`src/rtl/bvh_leaf_prim_sequencer.sv`:
```
// BVH leaf primitive sequencer: fetches a leaf's primitives into fixed-size groups,
// drives them to the combinational ray unit and folds the per-group results.
package bvh_leaf_prim_sequencer_pkg;
    localparam int BVH_AABB_TEST_UNIT_SIZE = 4;

    typedef logic signed [31:0] Fixed;
    localparam Fixed FIXED_INF = 32'sh7fff_ffff;

    function automatic Fixed FixedInf();
        return FIXED_INF;
    endfunction

    function automatic logic FixedLt(input Fixed a, input Fixed b);
        return a < b;
    endfunction

    typedef struct packed {
        Fixed ox;
        Fixed oy;
        Fixed oz;
        Fixed dx;
        Fixed dy;
        Fixed dz;
    } Ray;

    typedef struct packed {
        logic [15:0] prim_id;
        Fixed        v0;
        Fixed        v1;
        Fixed        v2;
    } BVH_Primitive;

    typedef struct packed {
        logic        bHit;
        Fixed        T;
        logic [15:0] prim_id;
    } HitData;
endpackage

module bvh_leaf_prim_sequencer
    import bvh_leaf_prim_sequencer_pkg::*;
#(
    parameter int UNIT_SIZE   = BVH_AABB_TEST_UNIT_SIZE,
    parameter int PRIM_ADDR_W = 10,
    parameter int COUNT_W     = 8
) (
    input  logic                              clk,
    input  logic                              reset,
    input  logic                              start_valid,
    output logic                              start_ready,
    input  logic [PRIM_ADDR_W-1:0]            leaf_base,
    input  logic [COUNT_W-1:0]                leaf_count,
    input  logic                              any_hit_mode,
    input  Ray                                ray_in,
    output logic                              mem_rd_en,
    output logic [PRIM_ADDR_W-1:0]            mem_rd_addr,
    input  BVH_Primitive                      mem_rd_data,
    output Ray                                ru_ray,
    output BVH_Primitive [UNIT_SIZE-1:0]      ru_prim,
    input  HitData                            ru_hit_data,
    input  logic                              ru_any_hit,
    output logic                              result_valid,
    input  logic                              result_ready,
    output HitData                            result_hit_data,
    output logic                              result_any_hit
);
    typedef enum logic [2:0] {S_IDLE, S_FETCH, S_WAIT, S_TEST, S_DONE} state_t;

    localparam HitData NO_HIT = '{bHit: 1'b0, T: FIXED_INF, prim_id: 16'd0};

    function automatic logic [COUNT_W-1:0] group_size(input logic [COUNT_W-1:0] rem);
        if (rem > COUNT_W'(UNIT_SIZE)) return COUNT_W'(UNIT_SIZE);
        return rem;
    endfunction

    // Strict compare: on equal T the hit already held (earlier group) is kept.
    function automatic logic closer(input HitData cand, input HitData cur);
        return cand.bHit && (!cur.bHit || FixedLt(cand.T, cur.T));
    endfunction

    state_t                       state_q, state_d;
    logic                         start_ready_q, start_ready_d;
    logic                         mem_rd_en_q, mem_rd_en_d;
    logic [PRIM_ADDR_W-1:0]       mem_rd_addr_q, mem_rd_addr_d;
    logic [PRIM_ADDR_W-1:0]       next_addr_q, next_addr_d;
    logic [COUNT_W-1:0]           remain_q, remain_d;
    logic [COUNT_W-1:0]           group_n_q, group_n_d;
    logic [COUNT_W-1:0]           fetch_idx_q, fetch_idx_d;
    logic                         any_mode_q, any_mode_d;
    logic                         flag_q, flag_d;
    HitData                       best_q, best_d;
    Ray                           ray_q, ray_d;
    BVH_Primitive [UNIT_SIZE-1:0] prim_q, prim_d;
    logic                         res_valid_q, res_valid_d;
    HitData                       res_hit_q, res_hit_d;
    logic                         res_any_q, res_any_d;
    logic [COUNT_W-1:0]           remain_after;

    always_comb begin
        state_d       = state_q;
        start_ready_d = start_ready_q;
        mem_rd_en_d   = mem_rd_en_q;
        mem_rd_addr_d = mem_rd_addr_q;
        next_addr_d   = next_addr_q;
        remain_d      = remain_q;
        group_n_d     = group_n_q;
        fetch_idx_d   = fetch_idx_q;
        any_mode_d    = any_mode_q;
        flag_d        = flag_q;
        best_d        = best_q;
        ray_d         = ray_q;
        prim_d        = prim_q;
        res_valid_d   = res_valid_q;
        res_hit_d     = res_hit_q;
        res_any_d     = res_any_q;
        remain_after  = remain_q - group_n_q;

        case (state_q)
            S_IDLE: begin
                if (start_valid && start_ready_q) begin
                    ray_d         = ray_in;
                    any_mode_d    = any_hit_mode;
                    next_addr_d   = leaf_base;
                    remain_d      = leaf_count;
                    best_d        = NO_HIT;
                    flag_d        = 1'b0;
                    start_ready_d = 1'b0;
                    if (leaf_count == '0) begin
                        state_d     = S_DONE;
                        res_valid_d = 1'b1;
                        res_hit_d   = NO_HIT;
                        res_any_d   = 1'b0;
                    end else begin
                        state_d       = S_FETCH;
                        group_n_d     = group_size(leaf_count);
                        fetch_idx_d   = '0;
                        mem_rd_en_d   = 1'b1;
                        mem_rd_addr_d = leaf_base;
                    end
                end
            end
            S_FETCH: begin
                // Data for read j-1 arrives while read j is being issued.
                for (int i = 0; i < UNIT_SIZE; i++) begin
                    if (fetch_idx_q != '0 && COUNT_W'(i) == fetch_idx_q - COUNT_W'(1))
                        prim_d[i] = mem_rd_data;
                end
                fetch_idx_d = fetch_idx_q + COUNT_W'(1);
                if (fetch_idx_q == group_n_q - COUNT_W'(1)) begin
                    state_d     = S_WAIT;
                    mem_rd_en_d = 1'b0;
                end else begin
                    mem_rd_addr_d = mem_rd_addr_q + PRIM_ADDR_W'(1);
                end
            end
            S_WAIT: begin
                // Pad unused slots with slot 0; for a one-primitive group slot 0 is arriving now.
                for (int i = 0; i < UNIT_SIZE; i++) begin
                    if (COUNT_W'(i) == group_n_q - COUNT_W'(1))
                        prim_d[i] = mem_rd_data;
                    else if (COUNT_W'(i) >= group_n_q)
                        prim_d[i] = (group_n_q == COUNT_W'(1)) ? mem_rd_data : prim_q[0];
                end
                state_d = S_TEST;
            end
            S_TEST: begin
                if (closer(ru_hit_data, best_q))
                    best_d = ru_hit_data;
                flag_d      = flag_q | ru_any_hit;
                remain_d    = remain_after;
                next_addr_d = next_addr_q + PRIM_ADDR_W'(group_n_q);
                if ((any_mode_q && flag_d) || remain_after == '0) begin
                    state_d     = S_DONE;
                    res_valid_d = 1'b1;
                    res_hit_d   = best_d;
                    res_any_d   = flag_d;
                end else begin
                    state_d       = S_FETCH;
                    group_n_d     = group_size(remain_after);
                    fetch_idx_d   = '0;
                    mem_rd_en_d   = 1'b1;
                    mem_rd_addr_d = next_addr_q + PRIM_ADDR_W'(group_n_q);
                end
            end
            S_DONE: begin
                if (result_ready) begin
                    state_d       = S_IDLE;
                    res_valid_d   = 1'b0;
                    start_ready_d = 1'b1;
                end
            end
            default: state_d = S_IDLE;
        endcase
    end

    always_ff @(posedge clk or posedge reset) begin
        if (reset) begin
            state_q       <= S_IDLE;
            start_ready_q <= 1'b1;
            mem_rd_en_q   <= 1'b0;
            mem_rd_addr_q <= '0;
            next_addr_q   <= '0;
            remain_q      <= '0;
            group_n_q     <= '0;
            fetch_idx_q   <= '0;
            any_mode_q    <= 1'b0;
            flag_q        <= 1'b0;
            best_q        <= '0;
            ray_q         <= '0;
            prim_q        <= '0;
            res_valid_q   <= 1'b0;
            res_hit_q     <= '0;
            res_any_q     <= 1'b0;
        end else begin
            state_q       <= state_d;
            start_ready_q <= start_ready_d;
            mem_rd_en_q   <= mem_rd_en_d;
            mem_rd_addr_q <= mem_rd_addr_d;
            next_addr_q   <= next_addr_d;
            remain_q      <= remain_d;
            group_n_q     <= group_n_d;
            fetch_idx_q   <= fetch_idx_d;
            any_mode_q    <= any_mode_d;
            flag_q        <= flag_d;
            best_q        <= best_d;
            ray_q         <= ray_d;
            prim_q        <= prim_d;
            res_valid_q   <= res_valid_d;
            res_hit_q     <= res_hit_d;
            res_any_q     <= res_any_d;
        end
    end

    assign start_ready     = start_ready_q;
    assign mem_rd_en       = mem_rd_en_q;
    assign mem_rd_addr     = mem_rd_addr_q;
    assign ru_ray          = ray_q;
    assign ru_prim         = prim_q;
    assign result_valid    = res_valid_q;
    assign result_hit_data = res_hit_q;
    assign result_any_hit  = res_any_q;
endmodule

```
`config.mk`:
```
export PLATFORM = sky130hd
export DESIGN_NAME = bvh_leaf_prim_sequencer
export DESIGN_NICKNAME = d
export VERILOG_FILES = /design/src/rtl/bvh_leaf_prim_sequencer.sv
export SDC_FILE = /design/constraint.sdc
export NUM_CORES = 2
export LEC_CHECK = 0
export CAP_MARGIN = 5
export CORE_AREA = 10 10 414 416
export DETAILED_ROUTE_END_ITERATION = 10
export DIE_AREA = 0 0 424 426
export HOLD_SLACK_MARGIN = 0.02
export SLEW_MARGIN = 5
export SYNTH_ARGS = -nofsm -noshare
export SYNTH_HDL_FRONTEND = slang
export SYNTH_SLANG_ARGS = --single-unit
```
`constraint.sdc`:
```
create_clock -name clk -period 62.5 [get_ports clk]
set_input_delay 12.5 -clock clk [delete_from_list [all_inputs] [get_ports clk]]
set_output_delay 12.5 -clock clk [all_outputs]
set_load 0.01 [all_outputs]
```
==> impl_metrics.yaml <==
global_routing:
  grt_first_pass_wirelength_um: 227000
  grt_overflow: 0
  grt_max_degree: 166
  grt_pass1_vias: 30200
  antenna_found_initial: 38
  grt_use_total_pct: 16.9
placed_design:
  place_ws_ns: 46.30
  gp_congestion: 0.886
  port_buffers: 1079
  dp_hpwl_um: 120000
  dpl_cell_area_mm2: 0.0488
timing:
  tns_ns: 0
  max_freq_mhz: 64.4
  slew_headroom_pct: 16.3
  post-route-period-util_pct: 24.8
  skew_ns: 0.0865
  worst_pin_slew_ns: 1.26
  post-route-min-period_ns: 15.52
  finalWorstSetupSlack_ns: 46.98
  finalSetupViolCount: 0
  final_hold_viol_count: 0
  slew_violations: 0
  rsz0062_at_grt: "false"
die:
  ios: 1080
  die_h_um: 426
  start_util_pct: 22.1
  placementRows: 148
  die_x_um: 424
  core_area_mm2: 0.163
  dieArea_mm2: 0.181
power_and_ir_drop:
  switchingPower_uw: 280
  swShare_pct: 24.4
  intPower_uw: 869
  seq_power_share_pct: 45.4
  combPwrFrac_pct: 6.0
  clkPwrFrac_pct: 48.6
  vdd_drop_max_mv: 0.0182
  p_leak_uw: 0.0232
  fin_total_pwr_uw: 1150
  power.density_mw_per_mm2: 22.1
layout:
  nFillCells: 16800
  regArea_mm2: 0.0198
  multi_input_area_mm2: 0.0149
  utilization_pct: 31.9
  fin_nets: 4910
  area_delta_synth_final_pct: 44.8
  fin_area_mm2: 0.0519
  layout-drive-gt1-share_pct: 5.98
cts:
  postCtsSetupRepairBufs: 0
  tritoncts: "built"
  clk_path_buf_depth: 3
  htree_num_levels: 3
  path_clk_slew_ns: 0.06
  clock_latency_ns: 0.75
  clock_sinks: 791
  cts_buffers: 95
  holdBufCountCts: 0
  cts_resized: 0
  root_buffer: "clkbuf_16"
critical_path:
  cp-end-kind: "register"
  start_kind: "input pin"
  critPathArrivalTime_ns: 16.15
  critPathMaxFanout: 97
  crit_required_ns: 63.13
  crit_type: "input pin to register"
yosys:
  synth_compound_area_share_pct: 9.89
  syn_nets: 3915
  synthCells: 3476
  ys_seq_area_share_pct: 55.2
  synthFlopType: "dfrtp_1"
  synthArstFlopShare_pct: 100
  synth_cell_types: 78
  muxShareOfSynthArea_pct: 14.8
  synth_area_per_cell_um2: 10.3
  yosys.area_share.simple_pct: 13.7
  synth-warning-count: 0
  synth_edf_count: 0
  ys_ff_latch: 791
  synth_adder_area_share_pct: 2.20
  synth_top_family_by_area: "multiplexers"
  synth_area_mm2: 0.0359
  synth_xor_xnor_area_share_pct: 0.684
route:
  drt-total-wl_um: 161000
  wl_per_cell_um: 23.8
  vias: 30300
  drc_errors: 0
  ant_nets: 0
  first_pass_iters: 8
  drtIter0Drc: 2302
  via_per_inst: 4.49
run:
  drv_cap: 0
min_path:
  hold_class: "register to register"
status:
  status: "finished, final reports clean"
[flip-flops by register name (all words and copies together), names as in the netlist, 3 cells and up]
name / count
result_hit_data: 49
mem_rd_addr: 10
fetch_idx_q: 8
ru_prim: 448
best_q: 49
group_n_q: 8
remain_q: 8
ru_ray: 192
next_addr_q: 10
state_q: 3
[power groups by stage]
| stage | registers, µW | clock network (µW) | logic (µW) |
|---|---|---|---|
| after CTS | 522 | 577 | 70.1 |
| final | 522 | 558 | 68.8 |
| after detailed placement | 531 | 0 | 69.6 |
| after global routing | 522 | 596 | 74.5 |
| after global placement | 531 | 0 | 69.2 |
| after floorplan | 531 | 0 | 20.5 |
[final cells by class]
cell class | instances | share of cell area, %
Sequential cell | 791 | 38.1
Multi-Input combinational cell | 2412 | 28.7
Timing Repair Buffer | 1116 | 21.4
Tap cell | 2175 | 5.24
Clock buffer | 136 | 5.09
Clock inverter | 35 | 0.908
Inverter | 55 | 0.412
Antenna cell | 23 | 0.111
[worst max-delay path, cell delays in order]
cell and delay (ns):
clkdlybuf4s50_1 0.45, nand2_1 0.14, nor3_1 0.10, nand2b_4 0.91, buf_4 0.72, buf_4 0.87, nand2_1 0.14, nand2_1 0.10
[cell families (layout without fill, tap and decap cells)]
| kind of cell | Yosys count | after routing |
|---|---|---|
| mux | 516 | 516 |
| simple gates | 1231 | 1231 |
| xor+xnor | 28 | 28 |
| buf+inv | 273 | 1342 |
| flops | 791 | 791 |
| other cells | 0 | 23 |
| compound gates | 575 | 575 |
| fa+ha+maj | 62 | 62 |
[cell usage in the layout (no fill, tap or decap), drive strengths merged, types with 32 or more instances in the layout]
master / instances
clkdlybuf4s50: 1079
dfrtp: 790
nand2: 687
nor2: 423
mux2i: 394
a21oi: 389
clkbuf: 136
mux2: 122
ha: 60
inv: 58
a31oi: 45
nand3: 39
buf: 37
o21ai: 35
a2bb2oi: 32
[stage by stage]
step | instances | hold slack [ns]
finish | 6743 | 0.471
global route | 6741 | 0.489
CTS | 6720 | 0.476
detailed placement | 6549 | 0.462
global placement | 6549 | 0.457
floorplan | 3476 | 0.438
[cells in the mapped netlist (all sizes together), types with 35 or more instances]
cell type    n  area share (%)
o21ai       35            0.52
clkbuf      96             1.0
mux2i      394              11
inv         55            0.58
ha          60             2.1
buf        122             1.9
a21oi      389             5.4
mux2       122             3.8
a31oi       45            0.78
nor2       423             4.4
dfrtp      790              55
nand2      687             7.2
nand3       39            0.54
[final timing paths]
| path | from | depth (start not counted) | end | slack [ns] |
|---|---|---|---|---|
| max in group asynchronous | reset | 5 | ru_prim[189] | 47.05 |
| min in group asynchronous | reset | 2 | ru_ray[30] | 12.36 |
| hold reg to reg | ru_ray[70] | 2 | ru_ray[70] | 0.47 |
| setup / recovery | start_valid | 8 | ru_ray[41] | 46.98 |
| setup reg to reg | group_n_q[1] | 12 | ru_prim[389] | 57.14 |
| hold / removal | ru_ray[70] | 2 | ru_ray[70] | 0.47 |
[routing by layer]
metal  track usage [%]  wire length [µm]  vias up  share of wire (%)
li1                  -                 -    13900                  -
met1              19.7             62800    15100                 39
met2              28.1             78500     1003                 49
met3              5.62             12500      273                7.8
met4              7.29              6750        4                4.2
met5                 0                28        -              0.017
No activity file was read; power rests on OpenSTA's default activity.
